<file path="config.mk">
export PLATFORM = sky130hd
export DESIGN_NAME = dispatch_ctrl
export DESIGN_NICKNAME = d
export VERILOG_FILES = /design/src/rtl/dispatch_ctrl.sv
export SDC_FILE = /design/constraint.sdc
export NUM_CORES = 1
export LEC_CHECK = 0
export CORE_MARGIN = 2
export CORE_UTILIZATION = 35
export CTS_BUF_LIST = sky130_fd_sc_hd__clkbuf_2
export DETAILED_ROUTE_END_ITERATION = 16
export PLACE_DENSITY = 0.55
export SYNTH_ARGS = -nofsm -noshare
export SYNTH_HDL_FRONTEND = slang
export SYNTH_SLANG_ARGS = --single-unit
</file>
<file path="constraint.sdc">
create_clock -name clk -period 4.3 [get_ports clk]
set_input_delay 0.645 -clock clk [delete_from_list [all_inputs] [get_ports clk]]
set_output_delay 0.645 -clock clk [all_outputs]
set_load 0.01 [all_outputs]
</file>
<file path="src/rtl/dispatch_ctrl.sv">
// Dispatch controller: steers decoded instructions into ROB + RS/LSB using
// free-credit counters, with a one-entry hold buffer for blocked instructions
// and a one-cycle recovery window after a mispredict flush.
module dispatch_ctrl (
  input  logic       clk,
  input  logic       rst,
  input  logic       rdy,
  input  logic       flush,
  input  logic       dec_en,
  input  logic [1:0] dec_cls,
  input  logic       rob_commit,
  input  logic       rs_release,
  input  logic       lsb_release,
  output logic       stall,
  output logic       rob_en,
  output logic [3:0] rob_tag,
  output logic       rs_en,
  output logic       lsb_en,
  output logic       err
);

  localparam logic [4:0] CAP = 5'd16;

  typedef enum logic [1:0] {RUN, HOLD, RECOVER} state_t;

  state_t     r_state, w_state_nxt;
  logic [1:0] r_hold_cls, w_hold_nxt;
  logic [4:0] r_rob_cr, r_rs_cr, r_lsb_cr;
  logic [4:0] w_rob_cr_nxt, w_rs_cr_nxt, w_lsb_cr_nxt;
  logic [3:0] r_tail, w_tail_nxt;
  logic [3:0] r_rob_tag, w_tag_nxt;
  logic       r_rob_en, r_rs_en, r_lsb_en, r_err;
  logic       w_rob_en_nxt, w_rs_en_nxt, w_lsb_en_nxt, w_err_nxt;

  logic       w_cand_vld, w_is_rs, w_is_lsb, w_is_nop, w_ok, w_disp;
  logic       w_ovf_rob, w_ovf_rs, w_ovf_lsb;

  // Candidate selection and resource check against current credits
  always_comb begin
    w_cand_vld = (r_state == HOLD) | ((r_state == RUN) & dec_en);
    w_is_rs    = 1'b0;
    w_is_lsb   = 1'b0;
    w_is_nop   = 1'b0;
    case ((r_state == HOLD) ? r_hold_cls : dec_cls)
      2'b00:   w_is_rs  = 1'b1;
      2'b01,
      2'b10:   w_is_lsb = 1'b1;
      default: w_is_nop = 1'b1;
    endcase
    w_ok   = w_is_nop | ((r_rob_cr != 5'd0) &
             (w_is_rs ? (r_rs_cr != 5'd0) : (r_lsb_cr != 5'd0)));
    w_disp = rdy & ~flush & w_cand_vld & ~w_is_nop & w_ok;
    // A release with no matching dispatch on a full counter overflows
    w_ovf_rob = rob_commit  & ~w_disp             & (r_rob_cr == CAP);
    w_ovf_rs  = rs_release  & ~(w_disp & w_is_rs)  & (r_rs_cr  == CAP);
    w_ovf_lsb = lsb_release & ~(w_disp & w_is_lsb) & (r_lsb_cr == CAP);
  end

  // Next-state, credit, tail and output-pulse logic
  always_comb begin
    w_state_nxt  = r_state;
    w_hold_nxt   = r_hold_cls;
    w_rob_cr_nxt = r_rob_cr;
    w_rs_cr_nxt  = r_rs_cr;
    w_lsb_cr_nxt = r_lsb_cr;
    w_tail_nxt   = r_tail;
    w_tag_nxt    = r_rob_tag;
    w_rob_en_nxt = 1'b0;
    w_rs_en_nxt  = 1'b0;
    w_lsb_en_nxt = 1'b0;
    w_err_nxt    = r_err;
    if (!rdy) begin
      // frozen: everything holds, pulses drop
    end else if (flush) begin
      w_state_nxt  = RECOVER;
      w_hold_nxt   = 2'b00;
      w_rob_cr_nxt = CAP;
      w_rs_cr_nxt  = CAP;
      w_lsb_cr_nxt = CAP;
      w_tail_nxt   = 4'd0;
    end else begin
      case (r_state)
        RUN:     if (w_cand_vld && !w_ok) begin
                   w_state_nxt = HOLD;
                   w_hold_nxt  = dec_cls;
                 end
        HOLD:    if (w_ok) w_state_nxt = RUN;
        default: w_state_nxt = RUN;
      endcase
      if (w_disp) begin
        w_rob_en_nxt = 1'b1;
        w_rs_en_nxt  = w_is_rs;
        w_lsb_en_nxt = w_is_lsb;
        w_tag_nxt    = r_tail;
        w_tail_nxt   = r_tail + 4'd1;
      end
      w_rob_cr_nxt = w_ovf_rob ? CAP :
                     r_rob_cr - 5'(w_disp) + 5'(rob_commit);
      w_rs_cr_nxt  = w_ovf_rs ? CAP :
                     r_rs_cr - 5'(w_disp & w_is_rs) + 5'(rs_release);
      w_lsb_cr_nxt = w_ovf_lsb ? CAP :
                     r_lsb_cr - 5'(w_disp & w_is_lsb) + 5'(lsb_release);
      if (w_ovf_rob | w_ovf_rs | w_ovf_lsb | (dec_en & stall))
        w_err_nxt = 1'b1;
    end
  end

  // FSM state register
  always_ff @(posedge clk) begin
    if (rst) r_state <= RUN;
    else     r_state <= w_state_nxt;
  end

  // Datapath registers: hold buffer, credits, tail, output pulses, err
  always_ff @(posedge clk) begin
    if (rst) begin
      r_hold_cls <= 2'b00;
      r_rob_cr   <= CAP;
      r_rs_cr    <= CAP;
      r_lsb_cr   <= CAP;
      r_tail     <= 4'd0;
      r_rob_tag  <= 4'd0;
      r_rob_en   <= 1'b0;
      r_rs_en    <= 1'b0;
      r_lsb_en   <= 1'b0;
      r_err      <= 1'b0;
    end else begin
      r_hold_cls <= w_hold_nxt;
      r_rob_cr   <= w_rob_cr_nxt;
      r_rs_cr    <= w_rs_cr_nxt;
      r_lsb_cr   <= w_lsb_cr_nxt;
      r_tail     <= w_tail_nxt;
      r_rob_tag  <= w_tag_nxt;
      r_rob_en   <= w_rob_en_nxt;
      r_rs_en    <= w_rs_en_nxt;
      r_lsb_en   <= w_lsb_en_nxt;
      r_err      <= w_err_nxt;
    end
  end

  assign stall   = (r_state == HOLD) | (r_state == RECOVER);
  assign rob_en  = r_rob_en;
  assign rob_tag = r_rob_tag;
  assign rs_en   = r_rs_en;
  assign lsb_en  = r_lsb_en;
  assign err     = r_err;

endmodule

</file>
==> results.md <==
Run status:
- The flow ran to the end, and the final reports show no timing, DRC or antenna violations.

Synth:
- The most common cell in the synthesized netlist is sky130_fd_sc_hd__dfxtp_1.
- The area fraction of the dominant cell type after synthesis is between 30% and 40%.
- Averaged over all synthesized cells, the footprint is about 8.5 um2.
- By count the netlist is led by sky130_fd_sc_hd__dfxtp_1 (31), sky130_fd_sc_hd__nor2_1 (27), sky130_fd_sc_hd__inv_1 (25), sky130_fd_sc_hd__ha_1 (22), sky130_fd_sc_hd__a21oi_1 (18).
- The number of synthesized register bits is 31.
- The cell area that synthesis handed to floorplanning was 2060 um2.
- During synthesis, Yosys emitted a total of 0 warnings.
- The sequential cell area fraction in the yosys report is 30.1%.
- Counting every net in the synthesized netlist gives 276.
- The top flip-flop cell by instance count after synthesis is sky130_fd_sc_hd__dfxtp_1.
- In this run, synthesis inferred 0 flip-flops with an integrated enable.
- The cell taking the most area after synthesis is sky130_fd_sc_hd__dfxtp_1.
- The post-synthesis cell type count is 46.
- The instance count of the mapped netlist is between 200 and 250.
- In the synthesized netlist the async set-or-reset flop fraction comes to 0%.
- By area the synthesized netlist is led by sky130_fd_sc_hd__dfxtp_1 (30%), sky130_fd_sc_hd__ha_1 (13%), sky130_fd_sc_hd__nor2_1 (4.9%).

Clock network:
- The later pin in the worst-skew pair is clocked with a latency of 0.38 ns.
- The deepest clock path buffer count is 2.
- After clock tree synthesis, the clock-pin slew on the worst setup and hold paths is 0.19 ns.
- The post-CTS setup-driven buffer insertion count is 0.
- In this run, post-CTS repair resized a total of 0 instances.
- The number of clock buffers inserted by TritonCTS is 5.
- In this run, post-CTS hold repair placed 0 buffers.
- TritonCTS built the clock tree.
- The root cell of the clock tree is sky130_fd_sc_hd__clkbuf_2.
- The maximum level of the CTS H-tree is 2.
- The TritonCTS sink count is 31.

Layout:
- The area growth from synthesis to layout is 15.8%.
- The number of diodes added for antenna fixing is 0.
- The final net count is slightly below 300.
- For this run, the number of standard cells in the final layout without fillers is 336.
- Fill cells in the final layout number 610.
- Cells with a size suffix above 1 make up 7.95% of the layout.

Timing:
- The clock arrives with 0.0194 ns of skew.
- The worst-margin pin slew is approximately 0.80 ns.
- The headroom to the max-slew limit is 46.2%.
- Dividing the final minimum period by the clock period gives 88.4%.
- The final setup slack of the worst path is 0.498 ns.
- The number of endpoints with negative hold slack in the final report is 0.
- The maximum operating frequency is between 0.2 and 0.3 GHz.
- The final-report setup violation count is 0.
- The accumulated negative setup slack is 0 ns.
- The max-slew violation total from the final report came to 0.
- The final critical delay including setup and external delays is 3.80 ns.
- Setup repair after global routing left no endpoint under its margin.

Worst hold path:
- The startpoint of the tightest hold check path is r_rs_cr[3]$_SDFFE_PP0P_.
- The path class of the tightest hold or removal check is flop to flop.
- The number of cells on the worst hold path is 2.

Power:
- In this run the static leakage power is just over 1 nW.
- VDD sags by at most 0.134 mV.
- The total power divided by cell area is 266 nW/um2.
- The total power draw is around 640 uW.

Worst setup path:
- STA classifies the critical path endpoint as a flop.
- For the worst setup path, the data arrival time is 4.10 ns.
- The kind of start point of the critical path is a flop.
- Of all nets on the critical path, the largest fanout is 6.
- The startpoint of the worst-slack reg-to-reg timing path is r_state[1]$_SDFFE_PP0P_.
- The startpoint of the most critical setup path is r_state[1]$_SDFFE_PP0P_.
- STA puts the critical path data required time at 4.60 ns.
- The critical path is of the flop to flop type.
- The worst reg-to-reg path cell count is 13.

Floorplanning:
- The site row count is 27.
- During I/O placement, the number of pins put on the boundary was 19.
- The core region is 5610 um2.
- The die outline area is around 6500 um2.
- The width of the die is 80.7 um.
- The die is roughly 81 um tall.
- The starting density of the core is between 30% and 40%.

Routing:
- Once detail routing completed, the nets flagged for antenna violations numbered 0.
- After detailed routing, the total wire length is 4380 um.
- Using the TritonRoute via totals, the vias-per-cell ratio works out to 5.06.
- After detailed routing, the number of remaining DRC violations is 0.
- The total number of vias is 1,701.
- The first TritonRoute pass finished after 4 iterations.
- In the final routed layout, each cell accounts on average for 13.0 um.
- The violation count after the first detailed-route iteration is roughly 80.

Placement:
- The HPWL after detailed placement is 3340 um.
- In this run, placement finished with an instance count of roughly 330.
- At the end of routability-driven placement, the weighted congestion stood at 0.856.
- The count of port buffers added during placement is 18.
- OpenSTA, run right after detailed placement, puts the worst setup slack at 0.185 ns.

Job:
- The max-capacitance violation count is 0.

GRT:
- Entering global routing, the biggest net connects 23 pins.
- The number of global-route vias before repair is roughly 1,600.
- The wire length of the first global-routing pass is about 7600 um.
- Global routing finished with a remaining overflow of 0.
- The initial antenna violation count is 0.
- For this run, the total global-route usage over all layers was measured as 15.2%.
## final cells by class
type / count / area, um2 / area share, %
inverter: 25 / 93.8 / 3.93
clock buffer: 5 / 25.0 / 1.05
sequential: 31 / 621 / 26.0
clock inverter: 3 / 38.8 / 1.63
multi-input combinational: 179 / 1310 / 55.1
timing repair buffer: 21 / 203 / 8.50
tap: 72 / 90.1 / 3.78
## registers in the layout, indices dropped and copies added, names as in the netlist
register,cells
err,1
lsb_en,1
r_hold_cls,2
r_lsb_cr,5
r_rob_cr,5
r_rs_cr,5
r_state,2
r_tail,4
rob_en,1
rob_tag,4
rs_en,1
## power by group
| group | leakage [nW] | total, mW | switching (mW) | internal, mW |
|---|---|---|---|---|
| sequential | 0.251 | 0.301 | 0.00602 | 0.295 |
| clock | 0.0404 | 0.206 | 0.110 | 0.0957 |
| combinational | 0.717 | 0.129 | 0.0698 | 0.0591 |
| total | 1.01 | 0.635 | 0.186 | 0.450 |
## placed cells by master (no fill, tap or decap), types with 4 or more instances in the layout
master,Yosys,routed
sky130_fd_sc_hd__nand2b_1,12,12
sky130_fd_sc_hd__clkdlybuf4s50_1,0,18
sky130_fd_sc_hd__and2_1,4,4
sky130_fd_sc_hd__a21oi_1,18,18
sky130_fd_sc_hd__o31ai_1,5,5
sky130_fd_sc_hd__ha_1,22,22
sky130_fd_sc_hd__a2bb2oi_1,7,7
sky130_fd_sc_hd__inv_1,25,25
sky130_fd_sc_hd__xnor2_1,4,4
sky130_fd_sc_hd__nand2_1,8,8
sky130_fd_sc_hd__xor2_1,4,4
sky130_fd_sc_hd__mux2i_1,6,6
sky130_fd_sc_hd__nor2_1,27,27
sky130_fd_sc_hd__o21ai_0,4,4
sky130_fd_sc_hd__a22o_1,4,4
sky130_fd_sc_hd__nand3_1,6,6
sky130_fd_sc_hd__dfxtp_1,31,31
sky130_fd_sc_hd__a21o_1,4,4
sky130_fd_sc_hd__clkbuf_2,0,5
## metal layers
layer	part of all wire [%]	vias up	global-route usage (%)
met5	0	-	0
met4	0.71	0	5.08
met3	5.2	5	3.15
met2	43	37	23.5
met1	51	773	21.1
li1	-	886	-
## cells by family (layout without fill, tap and decap cells)
group / Yosys count / count (layout) / share of synthesized area [%]
compound gates: 54 / 54 / 17.8
flops: 31 / 31 / 30.1
simple gates: 85 / 85 / 22.8
xor+xnor: 8 / 8 / 3.40
mux: 7 / 7 / 3.46
fa+ha+maj: 25 / 25 / 16.3
buf+inv: 31 / 54 / 6.07
## path summary, 6_finish.rpt
path	to	slack (ns)
setup / recovery	r_rob_cr[4]$_SDFFE_PP1P_	0.50
hold / removal	r_rs_cr[3]$_SDFFE_PP0P_	0.51
setup reg to reg	r_rob_cr[4]$_SDFFE_PP1P_	0.50
hold reg to reg	r_rs_cr[3]$_SDFFE_PP0P_	0.51
## critical path: stages (launching register included)
cell                       delay, ns
sky130_fd_sc_hd__dfxtp_1        0.35
sky130_fd_sc_hd__inv_1          0.07
sky130_fd_sc_hd__ha_1           0.28
sky130_fd_sc_hd__mux2_2         0.38
sky130_fd_sc_hd__ha_1           0.23
sky130_fd_sc_hd__or3_4          0.43
sky130_fd_sc_hd__or3_4          0.41
sky130_fd_sc_hd__or2_2          0.33
sky130_fd_sc_hd__fa_1           0.43
sky130_fd_sc_hd__a21oi_1        0.16
sky130_fd_sc_hd__o21bai_1       0.09
sky130_fd_sc_hd__xnor2_1        0.16
sky130_fd_sc_hd__and3_1         0.19
sky130_fd_sc_hd__o31ai_1        0.21
## metrics by stage
step | hold WS [ns] | util [%] | area (um2)
finish | 0.506 | 42.5 | 2380
global placement | 0.468 | 41.4 | 2320
detailed placement | 0.467 | 41.4 | 2320
floorplan | 0.443 | - | 2060
global route | 0.529 | 42.5 | 2380
CTS | 0.510 | 42.5 | 2380
No activity file was read; power rests on OpenSTA's default activity.
